--- config.mk ---
export PLATFORM = sky130hd
export DESIGN_NAME = fx_vibrato_lfo
export DESIGN_NICKNAME = d
export VERILOG_FILES = /design/src/rtl/fx_pkg.sv /design/src/rtl/fx_vibrato_lfo_ch.sv /design/src/rtl/fx_vibrato_lfo.sv
export SDC_FILE = /design/constraint.sdc
export NUM_CORES = 1
export LEC_CHECK = 0
export BUFFER_PORTS_ARGS = -buffer_cell sky130_fd_sc_hd__buf_2
export CORE_ASPECT_RATIO = 0.5
export CORE_MARGIN = 1
export CORE_UTILIZATION = 35
export DETAILED_ROUTE_END_ITERATION = 8
export PLACE_DENSITY = 0.63
export SYNTH_ARGS = -nofsm -noshare
export SYNTH_HDL_FRONTEND = slang
export SYNTH_SLANG_ARGS = --single-unit
export TNS_END_PERCENT = 50
--- constraint.sdc ---
create_clock -name clk50mhz -period 2.2 [get_ports clk50mhz]
set_input_delay 0.11 -clock clk50mhz [delete_from_list [all_inputs] [get_ports clk50mhz]]
set_output_delay 0.11 -clock clk50mhz [all_outputs]
set_load 0.01 [all_outputs]
--- src/rtl/fx_pkg.sv ---
// Shared definitions for the vibrato LFO block.
// Holds the waveform mode encodings and the default parameter values used
// by fx_vibrato_lfo and its per-channel sub-module fx_vibrato_lfo_ch.
package fx_pkg;

   // Waveform selection for the offset_mul/offset_dir generator.
   typedef enum logic [1:0] {
      MODE_TRI  = 2'd0,
      MODE_SQR  = 2'd1,
      MODE_RAMP = 2'd2,
      MODE_OFF  = 2'd3
   } fx_mode_e;

   localparam int unsigned DEF_NUM_CH  = 4;
   localparam int unsigned DEF_PHASE_W = 5;
   localparam int unsigned DEF_MUL_W   = 3;
   localparam int unsigned DEF_DIV_W   = 4;

endpackage : fx_pkg

--- src/rtl/fx_vibrato_lfo_ch.sv ---
// One vibrato LFO channel: tick prescaler, phase accumulator, waveform shaper.
// Ports:
//   clk50mhz, rst_n      system clock, async active-low reset
//   note_tick            one-cycle step strobe
//   en, trig, sync_all   channel enable, key-on restart, global restart
//   speed [DIV_W]        prescaler; each phase step lasts speed+1 ticks
//   depth [2], mode [2]  output scaling and waveform select
//   offset_mul [MUL_W]   registered bend magnitude
//   offset_dir           registered bend direction (0 up, 1 down)
//   cycle_done           one-cycle pulse after a full-cycle phase wrap
module fx_vibrato_lfo_ch
   import fx_pkg::*;
#(
   parameter int unsigned PHASE_W = DEF_PHASE_W,
   parameter int unsigned MUL_W   = DEF_MUL_W,
   parameter int unsigned DIV_W   = DEF_DIV_W
) (
   input  logic               clk50mhz,
   input  logic               rst_n,
   input  logic               note_tick,
   input  logic               en,
   input  logic               trig,
   input  logic               sync_all,
   input  logic [DIV_W-1:0]   speed,
   input  logic [1:0]         depth,
   input  logic [1:0]         mode,
   output logic [MUL_W-1:0]   offset_mul,
   output logic               offset_dir,
   output logic               cycle_done
);

   localparam int unsigned HALF_W  = PHASE_W - 1;
   localparam int unsigned TRI_SH  = PHASE_W - 2 - MUL_W;
   localparam int unsigned RAMP_SH = PHASE_W - 1 - MUL_W;

   logic [DIV_W-1:0]   div_cnt;
   logic [PHASE_W-1:0] phase;

   logic [HALF_W-1:0]  s_c;
   logic [HALF_W-1:0]  fold_c;
   logic [MUL_W-1:0]   shape_c;
   logic [MUL_W-1:0]   mul_nxt_c;
   logic               dir_nxt_c;
   logic               step_c;

   // Prescaler and phase accumulator; restart wins over a coincident tick.
   assign step_c = note_tick && en && (div_cnt >= speed);

   always_ff @(posedge clk50mhz or negedge rst_n) begin
      if (!rst_n) begin
         div_cnt    <= '0;
         phase      <= '0;
         cycle_done <= 1'b0;
      end else begin
         cycle_done <= 1'b0;
         if (trig || sync_all) begin
            div_cnt <= '0;
            phase   <= '0;
         end else if (!en) begin
            div_cnt <= '0;
         end else if (note_tick) begin
            if (step_c) begin
               div_cnt    <= '0;
               phase      <= phase + PHASE_W'(1);
               cycle_done <= &phase;
            end else begin
               div_cnt <= div_cnt + DIV_W'(1);
            end
         end
      end
   end

   // Within a half-cycle, s below H/2 is the rising leg; H-1-s equals ~s.
   assign s_c    = phase[HALF_W-1:0];
   assign fold_c = s_c[HALF_W-1] ? ~s_c : s_c;

   always_comb begin
      shape_c = '0;
      unique case (fx_mode_e'(mode))
         MODE_TRI:  shape_c = MUL_W'(fold_c >> TRI_SH);
         MODE_SQR:  shape_c = '1;
         MODE_RAMP: shape_c = MUL_W'(s_c >> RAMP_SH);
         MODE_OFF:  shape_c = '0;
      endcase
   end

   // Depth scaling: shift by 3-depth, which for a 2-bit depth is ~depth.
   always_comb begin
      mul_nxt_c = '0;
      dir_nxt_c = 1'b0;
      if (fx_mode_e'(mode) != MODE_OFF) begin
         mul_nxt_c = shape_c >> (~depth);
         dir_nxt_c = phase[PHASE_W-1];
      end
   end

   // Output registers follow the pre-edge phase, so they lag phase by one edge.
   always_ff @(posedge clk50mhz or negedge rst_n) begin
      if (!rst_n) begin
         offset_mul <= '0;
         offset_dir <= 1'b0;
      end else begin
         offset_mul <= mul_nxt_c;
         offset_dir <= dir_nxt_c;
      end
   end

endmodule : fx_vibrato_lfo_ch

--- src/rtl/fx_vibrato_lfo.sv ---
// Multi-channel vibrato LFO feeding pitch-bend offsets to the BFG.
// Ports:
//   clk50mhz, rst_n            system clock, async active-low reset
//   note_tick                  one-cycle step strobe shared by all channels
//   en, trig [NUM_CH]          per-channel enable and key-on restart
//   sync_all                   restart every channel
//   speed [NUM_CH*DIV_W]       per-channel prescaler
//   depth, mode [NUM_CH*2]     per-channel scaling and waveform
//   offset_mul [NUM_CH*MUL_W]  per-channel bend magnitude
//   offset_dir, cycle_done     per-channel bend direction and wrap pulse
// Channel c uses slice [c*W +: W] of every bus. PHASE_W-2 >= MUL_W must hold.
module fx_vibrato_lfo
   import fx_pkg::*;
#(
   parameter int unsigned NUM_CH  = DEF_NUM_CH,
   parameter int unsigned PHASE_W = DEF_PHASE_W,
   parameter int unsigned MUL_W   = DEF_MUL_W,
   parameter int unsigned DIV_W   = DEF_DIV_W
) (
   input  logic                      clk50mhz,
   input  logic                      rst_n,
   input  logic                      note_tick,
   input  logic [NUM_CH-1:0]         en,
   input  logic [NUM_CH-1:0]         trig,
   input  logic                      sync_all,
   input  logic [NUM_CH*DIV_W-1:0]   speed,
   input  logic [NUM_CH*2-1:0]       depth,
   input  logic [NUM_CH*2-1:0]       mode,
   output logic [NUM_CH*MUL_W-1:0]   offset_mul,
   output logic [NUM_CH-1:0]         offset_dir,
   output logic [NUM_CH-1:0]         cycle_done
);

   // Bus slicing only; all behaviour lives in the channel module.
   for (genvar c = 0; c < NUM_CH; c++) begin : g_ch
      fx_vibrato_lfo_ch #(
         .PHASE_W (PHASE_W),
         .MUL_W   (MUL_W),
         .DIV_W   (DIV_W)
      ) u_ch (
         .clk50mhz   (clk50mhz),
         .rst_n      (rst_n),
         .note_tick  (note_tick),
         .en         (en[c]),
         .trig       (trig[c]),
         .sync_all   (sync_all),
         .speed      (speed[c*DIV_W +: DIV_W]),
         .depth      (depth[c*2 +: 2]),
         .mode       (mode[c*2 +: 2]),
         .offset_mul (offset_mul[c*MUL_W +: MUL_W]),
         .offset_dir (offset_dir[c]),
         .cycle_done (cycle_done[c])
      );
   end

endmodule : fx_vibrato_lfo

# Word-level counts from Yosys, hierarchy flattened
# Cells that the tools add are included.
# Widths: inputs -> output; s select.
[word_totals]
ff_bits = 56
inputBits = 44
elab_cells = 164
[op_classes]
addsub = 8
n_lt_le_gt_ge = 4
n_eq_ne = 20
shifts = 4
n_mux = 64
n_bitwise = 8
n_reduce_logical = 36
[ops]
columns = ["operator", "count"]
rows = [
  ["$mux 5", 16],
  ["$mux 4", 16],
  ["$pmux 3 s4", 4],
  ["$mux 3", 8],
  ["$reduce_bool 2->1", 12],
  ["$add 5x1->5 const B", 4],
  ["$mux 1", 20],
  ["$reduce_and 5->1", 4],
  ["$add 4x1->4 const B", 4],
  ["$eq 2x2->1 const B", 8],
  ["$ge 4x4->1", 4],
  ["$ne 3x2->1 const B", 4],
  ["$not 3->3", 4],
  ["$reduce_and 3->1", 4],
  ["$shr 3x2->3", 4],
  ["$eq 2x1->1 const B", 4],
  ["$logic_and 1x1->1", 8],
  ["$logic_not 2->1", 4],
  ["$ne 2x2->1 const B", 4],
  ["$not 2->2", 4],
  ["$logic_or 1x1->1", 4],
]

# Depth between registers and ports, before layout
[logic_depth]
word_depth = 6
mapped_depth = 6

# Modules after synthesis
# Synthesis repeated with hierarchy kept, for this count alone.
[unflattened]
cells_unflattened = 372
hier_area_um2 = 3718.6
[by_module_without_submodules]
columns = ["module", "instances", "cells_each", "area_per_inst_um2", "seq_area_each_um2"]
rows = [
  ["fx_vibrato_lfo_ch", 4, 93, 929.6, 350.3],
]

# Worst setup path after synthesis
# OpenSTA, ideal clock, no wires.
[synth_path]
path_kind = "register to register"
from = "register g_ch[2].u_ch.div_cnt[0]"
to = "register g_ch[2].u_ch.cycle_done"
setup_ps = 120
t_arrival_ps = 1618
required_ps = 2080
path_slack_ps = 463
path_stages_with_launch = 7
path_buffers = 0
period_less_slack_ps = 1737
path_cell_list = "dfrtp_1 inv_1 ha_1 nand2b_4 a2111oi_4 nor3_2 and3_1"
[synth_between]
elab_chain_cells = 6
[synth_rtl]
columns = ["item", "line_no", "source"]
rows = [
  ["start: declaration", "fx_vibrato_lfo_ch.sv:36", "logic [DIV_W-1:0] div_cnt;"],
  ["start signal: assignment", "fx_vibrato_lfo_ch.sv:67", "div_cnt <= div_cnt + DIV_W'(1);"],
  ["$ge 4x4->1", "fx_vibrato_lfo_ch.sv:47", "assign step_c = note_tick && en && (div_cnt >= speed);"],
  ["$logic_and 1x1->1", "fx_vibrato_lfo_ch.sv:47", ""],
  ["$mux 1", "fx_vibrato_lfo_ch.sv:62", "if (step_c) begin"],
  ["$mux 1", "fx_vibrato_lfo_ch.sv:61", "end else if (note_tick) begin"],
  ["$mux 1", "fx_vibrato_lfo_ch.sv:59", "end else if (!en) begin"],
  ["$mux 1", "fx_vibrato_lfo_ch.sv:56", "if (trig || sync_all) begin"],
  ["end signal: assignment", "fx_vibrato_lfo_ch.sv:65", "cycle_done <= &phase;"],
  ["end: declaration", "fx_vibrato_lfo_ch.sv:29", "output logic cycle_done"],
]
# Every way passes these cells.
# A chain may end at the register's enable or synchronous reset.

# Worst setup path after layout
[layout_path]
from = "register g_ch[1].u_ch.div_cnt[0]"
to = "register g_ch[1].u_ch.cycle_done"
[layout_between]
elab_chain_cells = 6
[layout_rtl]
columns = ["item", "line_no"]
rows = [
  ["start: declaration", "fx_vibrato_lfo_ch.sv:36"],
  ["start signal: assignment", "fx_vibrato_lfo_ch.sv:67"],
  ["$ge 4x4->1", "fx_vibrato_lfo_ch.sv:47"],
  ["$logic_and 1x1->1", "fx_vibrato_lfo_ch.sv:47"],
  ["$mux 1", "fx_vibrato_lfo_ch.sv:62"],
  ["$mux 1", "fx_vibrato_lfo_ch.sv:61"],
  ["$mux 1", "fx_vibrato_lfo_ch.sv:59"],
  ["$mux 1", "fx_vibrato_lfo_ch.sv:56"],
  ["end signal: assignment", "fx_vibrato_lfo_ch.sv:65"],
  ["end: declaration", "fx_vibrato_lfo_ch.sv:29"],
]
# Every way passes these cells.

==> qor.txt <==
Cell variety after synth - 39
Metal-1 WL - 3510 um
Asr flop ratio synth - 100%
Die area - 10500 um2
Vias in the first global route - 2618
Initial antenna violation count - 0
Seq pwr share - 49.7%
FF+latch count, synth - 56
Share of layout cells above drive strength 1 - 20.1%
Fin crit period - 1.89 ns
First-pass detailed-route iteration total - 4
RSZ-0062 raised after global routing - no
Design area - 4140 um2
Final Hold Vio Count - 0
Residual DRC - 0
Slowest-stage cell, CP - a2111oi_4
Sw frac - 23.6%
Fill cells - 959
Worst Tran Pin Value - 0.563 ns
Gr ovfl total - 0
Final core utilization - 42.9%
Pre-CTS setup slack - 0.321 ns
Wirelength, routed - 6830 um
Core ar. - 9630 um2
Leakage power - 1.96 nW
Kind of critical path - reg2reg
Ordered list of cells on the worst path - inv_1 -> ha_1 -> nand2b_4 -> a2111oi_4 -> nor3_2 -> and3_1
Max Fclk - 530 MHz
Final period utilization - 85.8%
Final WS setup - 0.312 ns
Nets - 502
MaxCap Viol Count - 0
Setup total negative slack - 0 ns
Top Layer Used - met4
Comb power frac - 12.8%
Endpoints failing setup - 0
Clk buf depth - 2
Clock insertion delay at the later pin of the skew report - 0.29 ns
All-layer global routing usage - 14.3%
Routed via count - 2715
DR iter-0 viols - 158
H-tree depth - 2
Drt via density - 4.83
Antenna diodes - 0
TritonCTS clock tree - yes
Setup bufs post-CTS - 0
Synth Warn # - 0
Max_slew headroom - 62.2%
Post-synth top flop - dfrtp_1
Clock root cell - clkbuf_16
Hold WS - 0.0326 ns
CTS buffer count - 5
Initial Util - 36.7%
Maximum vdd ir drop - 0.000302 V
Mean Syn Cell Area - 9.77 um2
Row cnt - 25
First-pass GRT wire length - 11900 um
Delay of the slowest critical-path stage - 0.50 ns
Detailed placer's ending HPWL - 5220 um
Wire length per cell - 12.2 um
CP Max Fanout - 6
Setup crit end kind - flop
WL met2 - 3040 um
Hold WC Path Type - in2reg
CP Launch Type - flop
Status - finished, final reports clean
Slew Limit Fails - 0
Clk pin slew, worst setup/hold paths - 0.07 ns
Synthesized instance count - 362
Largest net degree at the start of global routing - 25
Area post-placement - 3980 um2
Count of input and output buffers - 63
Sequential area share after synthesis - 39.6%
Worst clock skew - 0.00596 ns
Req. time, crit path - 2.37 ns
Syn-to-layout area delta - 17.0%
Clk network pwr share - 37.5%
Synth Net Count - 438
Worst Path Arrival - 2.06 ns
Cell area after synthesis - 3540 um2
Die height - 73.1 um
P per Cell Area - 510 nW/um2
Die width - 144 um
Int Pwr - 0.00161 W
Met3 WL - 249 um
Antenna Nets Post-Route - 0
Number of synthesized flops with an enable pin - 0
Io pins - 64
Psw - 0.000497 W
Final GP Congestion - 0.772
CTS sink count - 56
## layout make-up
class                           instances  area [um2]  area share, %
Clock buffer                            8         146           3.54
Multi-Input combinational cell        273        1980           47.8
Tap cell                              135         169           4.08
Timing Repair Buffer                   69         363           8.77
Inverter                               21        78.8           1.91
Sequential cell                        56        1400           33.9
## routing by layer
metal  GRT usage (%)  up-vias
met5               0        -
met4            2.34        0
met3            3.41        4
met2            23.9       39
met1            19.2     1268
li1                -     1404
## synthesized netlist by cell type, drive strengths merged, types with 8 or more instances
master | instances | area share [%]
dfrtp | 56 | 40
nand2 | 53 | 5.6
ha | 32 | 11
nor2 | 23 | 2.4
nand2b | 22 | 4.7
inv | 21 | 2.2
mux2i | 21 | 5.9
a21oi | 12 | 1.7
nor3 | 12 | 2.3
buf | 10 | 1.9
and2 | 9 | 1.6
or3 | 9 | 1.6
nand3 | 8 | 1.1
xnor2 | 8 | 2.0
## sequential cells by signal, summed over array words and instances, names as in the netlist
name	cells
g_ch.u_ch.offset_mul	12
g_ch.u_ch.phase	20
g_ch.u_ch.cycle_done	4
g_ch.u_ch.div_cnt	16
g_ch.u_ch.offset_dir	4
## power groups by stage
stage | sequential [W] | clock, W | combinational, W
after CTS | 0.00105 | 0.000821 | 0.000274
after detailed placement | 0.00107 | 0 | 0.000272
after global placement | 0.00107 | 0 | 0.000270
after floorplan | 0.00108 | 0 | 0.000143
final | 0.00105 | 0.000792 | 0.000270
after global routing | 0.00105 | 0.000868 | 0.000305
## path summary, 6_finish.rpt
| kind | start | end | slack (ns) | cells after the start |
|---|---|---|---|---|
| max reg2reg | g_ch[1].u_ch.div_cnt[0]$_DFFE_PN0P_ | g_ch[1].u_ch.cycle_done$_DFF_PN0_ | 0.31 | 6 |
| min | depth[5] | g_ch[2].u_ch.offset_mul[0]$_DFF_PN0_ | 0.03 | 2 |
| min in group asynchronous | rst_n | g_ch[0].u_ch.offset_dir$_DFF_PN0_ | 0.33 | 2 |
| max in group asynchronous | rst_n | g_ch[2].u_ch.div_cnt[0]$_DFFE_PN0P_ | 1.17 | 3 |
| max | g_ch[1].u_ch.div_cnt[0]$_DFFE_PN0P_ | g_ch[1].u_ch.cycle_done$_DFF_PN0_ | 0.31 | 6 |
| min reg2reg | g_ch[1].u_ch.phase[4]$_DFFE_PN0P_ | g_ch[1].u_ch.offset_dir$_DFF_PN0_ | 0.52 | 1 |
## through the flow
step                std cells  power, W
floorplan                 362   0.00122
global placement          553   0.00134
detailed placement        553   0.00134
CTS                       562   0.00214
global route              562   0.00222
finish                    562   0.00211
## cells in the final DEF, fill, tap and decap left out, types with 5 or more instances in the layout
cell type,n
buf_4,5
nand3_1,8
nand4_1,6
inv_1,21
nor3_1,8
nand2_1,53
nor2_1,23
and2_1,9
clkbuf_16,5
o211ai_1,7
xnor2_1,8
dfrtp_1,56
or3_1,9
nand2b_1,18
mux2i_1,21
xor2_1,7
buf_2,63
a21oi_1,12
ha_1,32
## cells by family (layout without fill, tap and decap cells)
logic type | after synthesis | in the layout | synth area share, %
XOR/XNOR | 15 | 15 | 3.72
multiplexers | 21 | 21 | 5.94
flip-flops | 56 | 56 | 39.6
adder cells (fa/ha/maj) | 32 | 32 | 11.3
AND/OR/NAND/NOR | 155 | 155 | 23.0
buffers and inverters | 33 | 98 | 4.39
AO/OA/AOI/OAI | 50 | 50 | 12.0
## repair_timing
item	4_1_cts	5_1_grt
resized for setup	0	0
endpoints found under the setup margin	0	0
hold buffers	1	0
hold endpoints to repair	18	0
## critical path: cells and delay by family (launching register included)
family / cells / cell delay, ns
AOI/OAI and AO/OA: 1 / 0.50
and+or+nand+nor: 3 / 0.54
adders and majority gates: 1 / 0.27
DFF: 1 / 0.39
buffers and inverters: 1 / 0.08
No activity file was read; power rests on OpenSTA's default activity.
